[src/rtl/multiword_add_sequencer.sv]
// Multi-word add sequencer: feeds an external combinational 16-bit adder one
// slice per cycle (LSW first), chains the carry, and presents the assembled
// WORDS x 16-bit sum and final carry over a valid/ready output.
module multiword_add_sequencer #(
    parameter int WORDS = 4
) (
    input  logic                  clk,
    input  logic                  rst,
    input  logic                  in_valid,
    output logic                  in_ready,
    input  logic [16*WORDS-1:0]   in_a,
    input  logic [16*WORDS-1:0]   in_b,
    input  logic                  in_cin,
    output logic [15:0]           add_a,
    output logic [15:0]           add_b,
    output logic                  add_cin,
    input  logic [15:0]           add_sum,
    input  logic                  add_cout,
    output logic                  out_valid,
    input  logic                  out_ready,
    output logic [16*WORDS-1:0]   out_sum,
    output logic                  out_cout
);

    localparam int W     = 16 * WORDS;
    localparam int IDX_W = (WORDS > 1) ? $clog2(WORDS) : 1;
    localparam logic [IDX_W-1:0] LAST_IDX = IDX_W'(WORDS - 1);

    typedef enum logic [1:0] {
        S_IDLE,
        S_RUN,
        S_DONE
    } state_t;

    state_t             r_state;
    state_t             w_next;
    logic [IDX_W-1:0]   r_idx;
    logic [W-1:0]       r_a;
    logic [W-1:0]       r_b;
    logic [W-1:0]       r_sum;
    logic               r_carry;
    logic               w_last;
    logic               w_accept;
    logic [15:0]        w_a_slice;
    logic [15:0]        w_b_slice;

    assign w_last   = (r_idx == LAST_IDX);
    assign w_accept = (r_state == S_IDLE) && in_valid;

    // Current operand slices, selected purely from registered state so the
    // adder path starts at flops and never sees the raw input ports.
    assign w_a_slice = 16'(r_a >> {r_idx, 4'b0000});
    assign w_b_slice = 16'(r_b >> {r_idx, 4'b0000});

    // Result is always the registered sum/carry; only meaningful while out_valid.
    assign out_sum  = r_sum;
    assign out_cout = r_carry;

    // State register.
    always_ff @(posedge clk or posedge rst) begin
        if (rst) begin
            r_state <= S_IDLE;
        end else begin
            r_state <= w_next;
        end
    end

    // Next-state logic and state-decoded handshake/adder outputs.
    always_comb begin
        w_next    = r_state;
        in_ready  = 1'b0;
        out_valid = 1'b0;
        add_a     = 16'h0000;
        add_b     = 16'h0000;
        add_cin   = 1'b0;
        case (r_state)
            S_IDLE: begin
                in_ready = 1'b1;
                if (in_valid) begin
                    w_next = S_RUN;
                end
            end
            S_RUN: begin
                add_a   = w_a_slice;
                add_b   = w_b_slice;
                add_cin = r_carry;
                if (w_last) begin
                    w_next = S_DONE;
                end
            end
            S_DONE: begin
                out_valid = 1'b1;
                if (out_ready) begin
                    w_next = S_IDLE;
                end
            end
            default: begin
                w_next = S_IDLE;
            end
        endcase
    end

    // Operand capture, slice index advance, and per-slice sum/carry collection.
    always_ff @(posedge clk or posedge rst) begin
        if (rst) begin
            r_idx   <= '0;
            r_a     <= '0;
            r_b     <= '0;
            r_sum   <= '0;
            r_carry <= 1'b0;
        end else if (w_accept) begin
            r_a     <= in_a;
            r_b     <= in_b;
            r_carry <= in_cin;
            r_idx   <= '0;
        end else if (r_state == S_RUN) begin
            for (int i = 0; i < WORDS; i++) begin
                if (r_idx == IDX_W'(i)) begin
                    r_sum[16*i +: 16] <= add_sum;
                end
            end
            r_carry <= add_cout;
            if (!w_last) begin
                r_idx <= r_idx + 1'b1;
            end
        end
    end

endmodule
[config.mk]
export PLATFORM = sky130hd
export DESIGN_NAME = multiword_add_sequencer
export DESIGN_NICKNAME = d
export VERILOG_FILES = /design/src/rtl/multiword_add_sequencer.sv
export SDC_FILE = /design/constraint.sdc
export NUM_CORES = 1
export LEC_CHECK = 0
export BUFFER_PORTS_ARGS = -buffer_cell sky130_fd_sc_hd__buf_2
export CORE_UTILIZATION = 52
export CTS_CLUSTER_DIAMETER = 120
export DETAILED_ROUTE_END_ITERATION = 7
export PLACE_DENSITY = 0.87
export REMOVE_ABC_BUFFERS = 1
export SKIP_CTS_REPAIR_TIMING = 1
export SLEW_MARGIN = 20
export SYNTH_ARGS = -nofsm -noshare
export SYNTH_HDL_FRONTEND = slang
export SYNTH_SLANG_ARGS = --single-unit
[constraint.sdc]
create_clock -name clk -period 7.9 [get_ports clk]
set_input_delay 0.79 -clock clk [delete_from_list [all_inputs] [get_ports clk]]
set_output_delay 0.79 -clock clk [all_outputs]
set_load 0.02 [all_outputs]
==> results_dict.tcl <==
set metrics [dict create \
    initial_core_util_pct 53.8 \
    yosys-top-cells-area "dfrtp_1 (57%), mux2_2 (25%), mux2i_1 (7.4%), buf_6 (2.9%), o22ai_1 (1.6%)" \
    cts_root_buffer "clkbuf_16" \
    fp.coreArea_um2 16100 \
    hold_ws_ps 505 \
    power.internal_mw 3.06 \
    gr-total-overflow 0 \
    slowest_stage "buf_4" \
    wl_met3_um 1770 \
    postRouteAntennaNets 0 \
    fillers 1190 \
    dr_total_vias 5410 \
    p_seq_share_pct 37.5 \
    grt_pass1_wl_um 29100 \
    antenna_found_initial 3 \
    seqCellArea_um2 4930 \
    synth.most_common_cell "dfrtp_1" \
    skew_ps 7.65 \
    yosysTopAreaCell "dfrtp_1" \
    clkSlewWorstSetupHoldPaths_ps 70 \
    critPathRequiredTime_ps 7110 \
    arrival_ps 2530 \
    grt_setup_unrepaired "no" \
    outcome "finished clean" \
    irDropWorstVdd_mv 0.297 \
    clockBufferDepth 2 \
    cts_num_sinks 197 \
    wl_per_cell_um 18.3 \
    die_h_um 131 \
    dp_hpwl_um 12900 \
    p_clk_share_pct 17.8 \
    finalCritPeriodShare_pct 42.0 \
    met1_length_um 7830 \
    cts_tree "built" \
    syn_inst 555 \
    place_congestion 0.721 \
    max_stage_delay_ps 800 \
    multiInputGateArea_um2 3350 \
    max_freq_mhz 301 \
    nNetsFinal 947 \
    worstPathCellList "buf_4 -> mux2i_1 -> o22ai_1 -> buf_2" \
    die_w_um 131 \
    yosysWarnings 0 \
    grt_max_degree 125 \
    worstHoldPathType "reg2reg" \
    power.switching_mw 1.84 \
    cts_buffers 17 \
    dr.max_layer_used "met5" \
    synth_seq_cells 197 \
    wl_um 18700 \
    powerDensity_nw_per_um2 468 \
    drc 0 \
    finalCriticalPeriod_ps 3320 \
    clk_latency_ps 420 \
    layout-drive-gt1-share_pct 61.3 \
    yosys-top-cells-count "dfrtp_1 (197), mux2_2 (190), mux2i_1 (64), buf_6 (22), o22ai_1 (22)" \
    die_area_um2 17100 \
    crit_path_end_kind "primary output" \
    grtUsageTotal_pct 22.4 \
    slew_viol_final 0 \
    core.rowCount 46 \
    synth_top_area_share_pct 57.0 \
    dr_wl_met2_um 8750 \
    fin_tns_setup_ps 0 \
    yosysSeqAreaShare_pct 57.0 \
    synthFlopType "dfrtp_1" \
    drt_iter0_markers 219 \
    detail_route.vias_per_cell 5.28 \
    cts.htree.levels 4 \
    synth_area_um2 8640 \
    first_pass_iters 4 \
    slew_headroom_pct 33.9 \
    drv_cap 0 \
    final_hold_viol_count 0 \
    io_pins 250 \
    p_comb_share_pct 44.8 \
    synthArstFlopShare_pct 100 \
    avgSynthCellArea_um2 15.6 \
    io_buffer_count 249 \
    tightest_slew_ps 991 \
    p_leak_nw 4.95 \
    switching_share_pct 37.6 \
    setup_violations 0 \
    synth-edff-count 0 \
    worstPathMaxFanout 54 \
    crit_path_start_kind "register" \
    crit_type "reg2out" \
    syn_to_final_growth_pct 21.1 \
    grt_pass1_vias 5793 \
    synthDistinctLibCells 26 \
]
path summary, 6_finish.rpt:
check | start | slack [ps] | depth (start not counted) | end
setup / recovery | r_idx[0]$_DFFE_PP0P_ | 4580 | 4 | add_b[4]
hold / removal | out_sum[39]$_DFFE_PP0P_ | 510 | 1 | out_sum[39]$_DFFE_PP0P_
setup reg to reg | r_state[0]$_DFFE_PP0P_ | 5020 | 4 | r_a[24]$_DFFE_PP0P_
hold reg to reg | out_sum[39]$_DFFE_PP0P_ | 510 | 1 | out_sum[39]$_DFFE_PP0P_
max in group asynchronous | rst | 5850 | 3 | r_idx[0]$_DFFE_PP0P_
min in group asynchronous | rst | 520 | 2 | r_a[11]$_DFFE_PP0P_
through the flow:
stage / util (%) / cell area, µm² / instances / setup WS (ps) / total power [mW]
2_1_floorplan: - / 8300 / 519 / 1740 / 3.42
3_3_place_gp: 61.5 / 9870 / 990 / 4840 / 3.96
3_5_place_dp: 61.5 / 9870 / 990 / 4800 / 4.06
4_1_cts: 65.2 / 10500 / 1022 / 4580 / 4.95
5_1_grt: 65.2 / 10500 / 1024 / 4470 / 5.20
6_report: 65.2 / 10500 / 1024 / 4580 / 4.90
layout make-up:
cell class / instances / area share (%)
Inverter: 6 / 0.287
Antenna cell: 2 / 0.0478
Sequential cell: 197 / 47.1
Clock buffer: 20 / 4.27
Tap cell: 216 / 2.58
Multi-Input combinational cell: 316 / 32.0
Clock inverter: 12 / 1.39
Timing Repair Buffer: 255 / 12.3
registers in the layout (all words and copies together) (netlist names):
| register | count |
|---|---|
| out_sum | 64 |
| r_state | 2 |
| out_cout | 1 |
| r_a | 64 |
| r_idx | 2 |
| r_b | 64 |
kinds of logic (layout without fill, tap and decap cells):
kind of cell             after synthesis  in the layout  share of synthesized area (%)
adder cells (fa/ha/maj)                4              4                          0.579
other                                  0              2                              0
AO/OA/AOI/OAI                         38             38                           3.59
multiplexers                         256            256                           32.5
flip-flops                           197            197                           57.0
buffers and inverters                 42            293                           4.23
AND/OR/NAND/NOR                       18             18                           2.07
worst max-delay path, delay by kind of cell, from the launching register on:
family,cells,cell delay (ps)
flops,1,590
mux,1,210
buf+inv,2,1020
compound gates,1,250
power groups by stage:
| stage | Sequential (mW) | Combinational, mW | Clock [mW] |
|---|---|---|---|
| 4_1_cts | 1.84 | 2.22 | 0.890 |
| 5_1_grt | 1.91 | 2.36 | 0.928 |
| 3_5_place_dp | 1.85 | 2.21 | 0 |
| 2_1_floorplan | 2.04 | 1.38 | 0 |
| 3_3_place_gp | 1.81 | 2.15 | 0 |
| 6_report | 1.84 | 2.19 | 0.870 |
layer usage:
metal	GRT usage [%]	up-vias
met4	8.59	2
met2	37.0	212
met1	26.8	2682
met5	0	-
li1	-	2484
met3	8.18	30
layout by cell type (no fill, tap or decap), types with 2 or more instances in the layout:
master and n:
diode_2 2, nand3b_4 4, buf_2 249, inv_1 5, nand2b_1 3, clkbuf_16 17, o22ai_1 22, bufinv_16 2
o22ai_2 10, clkbuf_1 2, clkinv_4 4, nor2b_1 3, mux2i_1 64, ha_1 4, inv_8 2, inv_6 3
a221o_1 2, mux2_4 2, nor2_1 2, dfrtp_1 196, mux2_2 190, and3_1 2, buf_4 6
No activity file was read; power rests on OpenSTA's default activity.
